--- config.mk ---
export PLATFORM = sky130hd
export DESIGN_NAME = fifo_wr_ctrl_flat
export DESIGN_NICKNAME = d
export VERILOG_FILES = /design/src/rtl/fifo_pkg.sv /design/src/rtl/fifo_wr_ctrl_if.sv /design/src/rtl/fifo_wr_ctrl.sv /design/src/flat_wrapper.sv
export SDC_FILE = /design/constraint.sdc
export NUM_CORES = 1
export LEC_CHECK = 0
export ABC_AREA = 1
export ABC_CLOCK_PERIOD_IN_PS = 3120
export CAP_MARGIN = 25
export CORE_ASPECT_RATIO = 1.1
export CORE_UTILIZATION = 40
export CTS_CLUSTER_SIZE = 30
export DETAILED_ROUTE_END_ITERATION = 10
export GPL_TIMING_DRIVEN = 0
export PLACE_DENSITY = 0.74
export SLEW_MARGIN = 20
export SYNTH_ARGS = -nofsm -noshare
export SYNTH_HDL_FRONTEND = slang
export SYNTH_SLANG_ARGS = --single-unit
--- constraint.sdc ---
create_clock -name I_WR_CLK -period 3.12 [get_ports I_WR_CLK]
set_clock_uncertainty 0.1 [all_clocks]
set_input_delay 0.78 -clock I_WR_CLK [delete_from_list [all_inputs] [get_ports I_WR_CLK]]
set_output_delay 0.78 -clock I_WR_CLK [all_outputs]
set_load 0.01 [all_outputs]
--- src/rtl/fifo_pkg.sv ---
// ---------------------------------------------------------------------------
// fifo_pkg
// Shared definitions for the gray-pointer FIFO family. The read-side and
// write-side controllers both import this package so that their pointer
// conversions are bit-identical.
//
// Contents:
//   PTR_W_MAX  widest pointer the conversion helpers handle
//   ptr_max_t  pointer container type used by the helpers
//   depth_of   FIFO depth from address width (2**AW)
//   bin2gray   binary to reflected gray
//   gray2bin   reflected gray to binary (XOR prefix from the MSB)
//
// The helpers work on a fixed-width container. Callers zero-extend their
// AW+1 bit pointer into it and truncate the result. Zero upper bits do not
// change either conversion, so any pointer up to PTR_W_MAX bits is exact.
// ---------------------------------------------------------------------------
package fifo_pkg;

  localparam int PTR_W_MAX = 16;

  typedef logic [PTR_W_MAX-1:0] ptr_max_t;

  function automatic int depth_of(input int aw);
    return 1 << aw;
  endfunction

  function automatic ptr_max_t bin2gray(input ptr_max_t bin);
    return bin ^ (bin >> 1);
  endfunction

  function automatic ptr_max_t gray2bin(input ptr_max_t gray);
    ptr_max_t bin;
    bin[PTR_W_MAX-1] = gray[PTR_W_MAX-1];
    for (int i = PTR_W_MAX - 2; i >= 0; i--) begin
      bin[i] = bin[i+1] ^ gray[i];
    end
    return bin;
  endfunction

endpackage

--- src/rtl/fifo_wr_ctrl_if.sv ---
// ---------------------------------------------------------------------------
// fifo_wr_ctrl_if
// Request and status bundle between the write-side FIFO controller and the
// logic that uses it. The clock and reset stay as plain ports on the
// controller.
//
// Signals:
//   I_WR_EN      write request
//   I_WR_RD_PTR  gray read pointer, already synchronised to the write clock
//   I_AFULL_TH   almost-full threshold in words (0..DEPTH), quasi-static
//   I_OVF_CLR    clears a sticky overflow flag
//   O_WR_ADDR    binary RAM write address
//   O_WR_PTR     gray write pointer (goes to the read-side synchroniser)
//   O_WR_FULL    FIFO full
//   O_WR_AFULL   level >= threshold
//   O_WR_LEVEL   fill level, 0..DEPTH
//   O_WR_OVF     overflow: a write was attempted while full
//
// Modports:
//   master  the user side; drives requests and reads status
//   slave   the controller
// ---------------------------------------------------------------------------
interface fifo_wr_ctrl_if #(
  parameter int AW = 4
);

  logic          I_WR_EN;
  logic [AW:0]   I_WR_RD_PTR;
  logic [AW:0]   I_AFULL_TH;
  logic          I_OVF_CLR;

  logic [AW-1:0] O_WR_ADDR;
  logic [AW:0]   O_WR_PTR;
  logic          O_WR_FULL;
  logic          O_WR_AFULL;
  logic [AW:0]   O_WR_LEVEL;
  logic          O_WR_OVF;

  modport master (
    output I_WR_EN,
    output I_WR_RD_PTR,
    output I_AFULL_TH,
    output I_OVF_CLR,
    input  O_WR_ADDR,
    input  O_WR_PTR,
    input  O_WR_FULL,
    input  O_WR_AFULL,
    input  O_WR_LEVEL,
    input  O_WR_OVF
  );

  modport slave (
    input  I_WR_EN,
    input  I_WR_RD_PTR,
    input  I_AFULL_TH,
    input  I_OVF_CLR,
    output O_WR_ADDR,
    output O_WR_PTR,
    output O_WR_FULL,
    output O_WR_AFULL,
    output O_WR_LEVEL,
    output O_WR_OVF
  );

endinterface

--- src/rtl/fifo_wr_ctrl.sv ---
// ---------------------------------------------------------------------------
// fifo_wr_ctrl
// Write-side controller for the gray-pointer FIFO. It lives in the write
// clock domain next to the dual-port RAM. It produces the RAM write address,
// the gray write pointer for the read side, and a registered fill level with
// full, almost-full and overflow flags.
//
// Ports:
//   I_WR_CLK  write clock, all logic on the rising edge
//   I_WR_RST  synchronous active-high reset
//   wr_if     fifo_wr_ctrl_if.slave (requests in, status out)
//
// Parameters:
//   AW          address width, depth = 2**AW
//   OVF_STICKY  1: overflow holds until I_OVF_CLR; 0: one pulse per drop
// ---------------------------------------------------------------------------
module fifo_wr_ctrl
  import fifo_pkg::*;
#(
  parameter int AW         = 4,
  parameter bit OVF_STICKY = 1'b1
) (
  input  logic             I_WR_CLK,
  input  logic             I_WR_RST,
  fifo_wr_ctrl_if.slave    wr_if
);

  localparam int PW    = AW + 1;
  localparam int DEPTH = depth_of(AW);

  logic [PW-1:0] wr_bin;
  logic [PW-1:0] wr_gray;
  logic [PW-1:0] wr_bin_next;
  logic [PW-1:0] rd_bin;
  logic [PW-1:0] lvl_next;
  logic [PW-1:0] level_q;
  logic          full_q;
  logic          afull_q;
  logic          ovf_q;
  logic          push;
  logic          ovf_evt;

  // Gating uses the registered full flag. A write that arrives in the same
  // cycle as a read-pointer advance is still dropped. The flag runs one
  // cycle pessimistic, but the comparison stays off the combinational path.
  assign push    = wr_if.I_WR_EN & ~full_q;
  assign ovf_evt = wr_if.I_WR_EN &  full_q;

  assign wr_bin_next = wr_bin + PW'(push);

  assign rd_bin   = PW'(gray2bin(ptr_max_t'(wr_if.I_WR_RD_PTR)));

  // The modulo-2**PW difference is in 0..DEPTH whenever the read pointer is
  // legal. The extra pointer bit tells full (DEPTH) apart from empty (0).
  assign lvl_next = wr_bin_next - rd_bin;

  always_ff @(posedge I_WR_CLK) begin
    if (I_WR_RST) begin
      wr_bin  <= '0;
      wr_gray <= '0;
      level_q <= '0;
      full_q  <= 1'b0;
      afull_q <= 1'b0;
      ovf_q   <= 1'b0;
    end else begin
      wr_bin  <= wr_bin_next;
      wr_gray <= PW'(bin2gray(ptr_max_t'(wr_bin_next)));
      level_q <= lvl_next;
      full_q  <= (lvl_next == PW'(DEPTH));
      afull_q <= (lvl_next >= wr_if.I_AFULL_TH);
      if (OVF_STICKY) begin
        // If a drop and a clear arrive in the same cycle, the drop wins, so
        // no overflow is lost.
        ovf_q <= ovf_evt | (ovf_q & ~wr_if.I_OVF_CLR);
      end else begin
        ovf_q <= ovf_evt;
      end
    end
  end

  assign wr_if.O_WR_ADDR  = wr_bin[AW-1:0];
  assign wr_if.O_WR_PTR   = wr_gray;
  assign wr_if.O_WR_FULL  = full_q;
  assign wr_if.O_WR_AFULL = afull_q;
  assign wr_if.O_WR_LEVEL = level_q;
  assign wr_if.O_WR_OVF   = ovf_q;

endmodule
--- src/flat_wrapper.sv ---
// flat-port wrapper written by rule: the top's interface ports become plain ports
module fifo_wr_ctrl_flat import fifo_pkg::*;
#(
  parameter int AW         = 4,
  parameter bit OVF_STICKY = 1'b1
)
  (I_WR_CLK, I_WR_RST, wr_if_I_WR_EN, wr_if_I_WR_RD_PTR, wr_if_I_AFULL_TH, wr_if_I_OVF_CLR, wr_if_O_WR_ADDR, wr_if_O_WR_PTR, wr_if_O_WR_FULL, wr_if_O_WR_AFULL, wr_if_O_WR_LEVEL, wr_if_O_WR_OVF);
  fifo_wr_ctrl_if #(.AW(AW)) wr_if_i ();
  input  logic I_WR_CLK;
  input  logic I_WR_RST;
  input wire logic [$bits(wr_if_i.I_WR_EN)-1:0] wr_if_I_WR_EN;
  input wire logic [$bits(wr_if_i.I_WR_RD_PTR)-1:0] wr_if_I_WR_RD_PTR;
  input wire logic [$bits(wr_if_i.I_AFULL_TH)-1:0] wr_if_I_AFULL_TH;
  input wire logic [$bits(wr_if_i.I_OVF_CLR)-1:0] wr_if_I_OVF_CLR;
  output wire logic [$bits(wr_if_i.O_WR_ADDR)-1:0] wr_if_O_WR_ADDR;
  output wire logic [$bits(wr_if_i.O_WR_PTR)-1:0] wr_if_O_WR_PTR;
  output wire logic [$bits(wr_if_i.O_WR_FULL)-1:0] wr_if_O_WR_FULL;
  output wire logic [$bits(wr_if_i.O_WR_AFULL)-1:0] wr_if_O_WR_AFULL;
  output wire logic [$bits(wr_if_i.O_WR_LEVEL)-1:0] wr_if_O_WR_LEVEL;
  output wire logic [$bits(wr_if_i.O_WR_OVF)-1:0] wr_if_O_WR_OVF;
  assign wr_if_i.I_WR_EN = wr_if_I_WR_EN;
  assign wr_if_i.I_WR_RD_PTR = wr_if_I_WR_RD_PTR;
  assign wr_if_i.I_AFULL_TH = wr_if_I_AFULL_TH;
  assign wr_if_i.I_OVF_CLR = wr_if_I_OVF_CLR;
  assign wr_if_O_WR_ADDR = wr_if_i.O_WR_ADDR;
  assign wr_if_O_WR_PTR = wr_if_i.O_WR_PTR;
  assign wr_if_O_WR_FULL = wr_if_i.O_WR_FULL;
  assign wr_if_O_WR_AFULL = wr_if_i.O_WR_AFULL;
  assign wr_if_O_WR_LEVEL = wr_if_i.O_WR_LEVEL;
  assign wr_if_O_WR_OVF = wr_if_i.O_WR_OVF;
  fifo_wr_ctrl #(.AW(AW), .OVF_STICKY(OVF_STICKY)) u_core (.I_WR_CLK(I_WR_CLK), .I_WR_RST(I_WR_RST), .wr_if(wr_if_i));
endmodule
# After elaboration in Yosys (flattened, before gate mapping)

Index checks and enable logic that the tools add are counted.

Reductions and logical operators: 0
Shifts and indexed selects: 0
Bitwise logic cells: 11
$add $sub $neg: 2
Divide/modulo/power cells: 0
$lt $le $gt $ge: 1
Equality and inequality tests: 1
Mux-type cells: 0
Multipliers: 0

Operator list:

| operator                                     | count |
|---|---|
| 5-bit by 1-bit adder with 5-bit output       | 1 |
| 5-bit equality test, second input constant   | 1 |
| 5-bit >= comparator                          | 1 |
| 5-bit subtractor                             | 1 |
| 5-bit by 4-bit bitwise XOR with 5-bit output | 1 |
| 1-bit bitwise XOR                            | 4 |
| 1-bit AND                                    | 3 |
| 1-bit inverter                               | 2 |
| 1-bit OR                                     | 1 |

Memories kept: 0
RAM bits: 0
Logic and storage cells: 21
Memory bits (read-only): 0
Register bits after elaboration: 18
Bits in latches: 0

# Longest topological paths before layout

Word-level depth: 6
Mapped depth: 22

# Worst setup path before layout

OpenSTA, ideal clock, no wires.

Path type: input to register
Start point: input port wr_if_I_WR_RD_PTR[4]
End point: register u_core.afull_q, in the netlist u_core.wr_if.O_WR_AFULL
Stages: 21
Arrival: 3160 ps
Slack: -268 ps
Data required time: 2892 ps
Setup time: 128 ps
Cell sequence: xnor2_1 -> nand2_1 -> nand2_1 -> nand2_1 -> nand2_1 -> nand2_1 -> nand2_1 -> inv_1 -> ha_1 -> fa_1 -> o21bai_1 -> a21oi_1 -> inv_1 -> nand2_1 -> nand2_1 -> inv_1 -> ha_1 -> a21oi_1 -> o21ai_0 -> a211oi_1 -> nor2_1

Word-level cells in the longest chain between the ends: 6

Ends and longest elaborated chain:

| element                         | RTL line           | source |
|---|---|---|
| from (decl)                     | flat_wrapper.sv:12 | `input wire logic [$bits(wr_if_i.I_WR_RD_PTR)-1:0] wr_if_I_WR_RD_PTR;` |
| 1-bit bitwise XOR (4 in series) | fifo_pkg.sv:36     | `bin[i] = bin[i+1] ^ gray[i];` |
| 5-bit subtractor *              | fifo_wr_ctrl.sv:55 | `assign lvl_next = wr_bin_next - rd_bin;` |
| net u_core.lvl_next[4]          | fifo_wr_ctrl.sv:35 | `logic [PW-1:0] lvl_next;` |
| 5-bit >= comparator *           | fifo_wr_ctrl.sv:70 | `afull_q <= (lvl_next >= wr_if.I_AFULL_TH);` |
| to (signal assigned)            | fifo_wr_ctrl.sv:70 |  |
| to (decl)                       | fifo_wr_ctrl.sv:38 | `logic afull_q;` |

The timed path passes the listed nets; every way through them passes the cells marked *.
A chain may end at the register's enable or synchronous reset.

# Worst setup path in the final report

Ends and elaborated chain as after synthesis.

==> metrics.txt <==
half-perimeter wire length of the detailed placement result 1662 um; post-synthesis register bit count 17; Worst slew margin 68.76%; arrival time at the worst endpoint 3.32 ns; vias in the first global route 1007; critical path, cell by cell buf_6 -> xnor2_4 -> inv_2 -> nand2_4 -> nand2_2 -> buf_4 -> buf_4 -> buf_4 -> buf_4 -> ha_4 -> inv_1 -> o21bai_1 -> a21oi_2 -> inv_1 -> nand2_2 -> nand2_2 -> inv_2 -> ha_4 -> a21oi_2 -> o21ai_1 -> a211oi_1 -> nor2_1; violations in the final reports setup timing; grt total ovfl 0; Die Height 53.54 um; cell area after technology mapping 965.9 sq um; placed cell areas 1351 sq um; classification of the worst setup path primary input to flop; fin crit period ~3.3 ns; mean number of vias per cell 4.878; Final Hold Violating Endpoints 0; worst hold path stage count 2; synthesis warning total 0; clock tree from TritonCTS done; worst hold slack after final layout 0.3837 ns; Least-Margin Pin Slew 0.4686 ns; antenna violations before repair 0; combinational family with the most area after synthesis simple AND/OR/NAND/NOR gates; number of nets produced by synthesis approximately 150; fraction of the mapped netlist area in compound gates 9.197%; first-pass iteration count of the detailed router 4; first-pass GRT wire length about 4300 um; Bufs on Longest Clock Path 2; die width between 40 and 50 um; Placed Instances 188; biggest cell delay along the critical path 0.28 ns; maximum fanout encountered on the critical timing path 4; status complete, but fails checks; average instance area after synthesis 7.546 sq um; Antenna Cells 0; ratio of total power to cell area 440.4 nW/um^2; final worst path period share 104.3%; routability congestion estimate between 0.7 and 0.8; accumulated negative setup slack -0.1332 ns; number of instances in the synthesized netlist 128; CP endpoint kind flop; DRC 0; unrepaired setup endpoints after global routing yes; most frequent cells in the layout clkdlybuf4s50_1, inv_1, buf_4, dfxtp_1, nand2_1; Critical Path RT approximately 3.2 ns; post-route standard cell area excluding fillers 1635 sq um; worst hold-check path type flop to flop; Post-CTS Hold Fix Bufs 0; aggregate routed wire length 2526 um; leakage power of the design 0.7736 nW; starting utilization of the core area between 40 and 50%; CTS sink cnt 17; Antenna Nets Post-Route 0; worst ir drop on vdd 295.0 uV; Post-Synth Simple-Gate Area 23.06%; routed wirelength normalized by instance count approximately 12 um; share of the yosys chip area belonging to registers 35.23%; Global Route Usage Sum 22.09%; Worst path most repeated cell buf_4; WP depth 22; Core Region 2275 sq um; post-synthesis cell type count 21; number of buffers inserted by port buffering 30; maximum number of pins on one net before global-route repair 11; Die Outline Area 2616 sq um; CTS Root Cell clkbuf_4; 1st-iter DRT viols 30; total number of vias 1039; commonest non-fill, non-tap cell in the layout clkdlybuf4s50_1; clock network latency to the later pin of the worst-skew pair 0.29 ns; final instance count without filler cells around 210; Crit path max-delay family buffers and inverters; kind of start point of the critical path primary input; area share of fa/ha/maj cells after synthesis 16.32%; count of pins on the block boundary 31; worst r2r path cells 16; number of buffers inserted during clock tree synthesis 3; CP max-delay cell ha_4; row cnt 18; sum of buffers and inverters on the critical path 9; number of levels the H-tree was split into 1; minimum setup slack in the final design -0.1332 ns; Slew Viols, Final 0; proportion of layout cells with a drive suffix above 1 32.24%; Layout Area Growth over Synthesis 69.30%; max-cap check violation count 0; clock-pin slew on the worst setup and hold paths roughly 0.09 ns; share of cell area taken by muxes after synthesis 0%; Final setup violation count 1; highest attainable clock frequency 0.3074 GHz; Synth Area in XOR/XNOR about 6.1%; Final Net Count 210
-- flip-flops by register name, indices dropped and copies added, names as in the netlist --
register,cells
u_core.wr_if.O_WR_AFULL,1
u_core.wr_if.O_WR_OVF,1
u_core.wr_if.O_WR_LEVEL,5
u_core.wr_if.O_WR_FULL,1
u_core.wr_if.O_WR_PTR,5
u_core.wr_bin,4
-- kinds of logic (layout without fill, tap and decap cells) --
| logic type | after synthesis | count (layout) |
|---|---|---|
| adder cells (fa/ha/maj) | 12 | 12 |
| AO/OA/AOI/OAI | 16 | 16 |
| flip-flops | 17 | 17 |
| XOR/XNOR | 5 | 5 |
| buffers and inverters | 26 | 81 |
| AND/OR/NAND/NOR | 52 | 52 |
-- through the flow --
stage	utilization [%]	power [W]	worst slack, ns
floorplan	-	0.0004171	-0.06453
global placement	59.41	0.0005097	-0.9064
detailed placement	59.41	0.0005203	-0.9452
CTS	70.13	0.0006997	-0.06010
global route	71.89	0.0007699	-0.2783
finish	71.89	0.0007203	-0.1332
-- final cells by class --
class	instances	area [sq um]
buffer	1	3.754
inverter	25	93.84
tap	30	37.54
timing repair buffer	51	461.7
multi-input combinational	85	671.9
fill	167	639.4
clock buffer	4	26.28
sequential	17	340.3
-- tightest hold or removal path: cells and delay by family (launching register included) --
kind               cells  cell delay [ns]
and+or+nand+nor        1             0.06
AOI/OAI and AO/OA      1             0.05
DFF                    1             0.33
-- path summary, 6_finish.rpt --
check / start / end / slack, ns
hold reg to reg: u_core.wr_if.O_WR_OVF / u_core.wr_if.O_WR_OVF / 0.38
hold / removal: u_core.wr_if.O_WR_OVF / u_core.wr_if.O_WR_OVF / 0.38
setup reg to reg: u_core.wr_if.O_WR_FULL / u_core.wr_if.O_WR_AFULL / 0.28
setup / recovery: wr_if_I_WR_RD_PTR[4] / u_core.wr_if.O_WR_AFULL / -0.13
-- Yosys cell counts --
library cell	number	area [sq um]
a21oi_1	10	50.05
xnor2_2	2	32.53
nand2_1	23	86.33
a211oi_1	1	7.510
inv_1	25	93.84
fa_1	1	20.02
dfxtp_1	17	340.3
xor2_1	2	17.52
nand3_1	9	45.04
nor2_2	1	6.260
nand3b_1	1	7.510
o21bai_1	1	7.510
o21ai_1	1	5.000
nand4_1	1	6.260
xnor2_1	1	8.760
a2bb2oi_1	1	8.760
nor2_4	1	11.26
ha_1	11	137.6
nor2_1	16	60.06
clkbuf_1	1	3.750
o21ai_0	2	10.01
-- report_power, final --
group          switching, W  total (W)  internal, W
Combinational      0.000161   0.000351     0.000189
Clock             0.0000680   0.000118    0.0000497
Sequential        0.0000103   0.000252     0.000242
-- layer usage --
layer / up-vias / part of all wire [%] / global-route usage (%)
met3: 7 / 3.7 / 2.825
met5: - / 0 / 0
li1: 514 / - / -
met1: 484 / 40 / 22.64
met2: 34 / 55 / 45.37
met4: 0 / 2.0 / 9.804
-- timing repair --
| action | CTS | global route |
|---|---|---|
| pin swaps | 19 | 8 |
| setup buffers | 20 | 1 |
| setup endpoints to repair | 2 | 3 |
| hold endpoints to repair | 0 | 0 |
| resized for setup | 33 | 11 |
No activity file was read; power rests on OpenSTA's default activity.
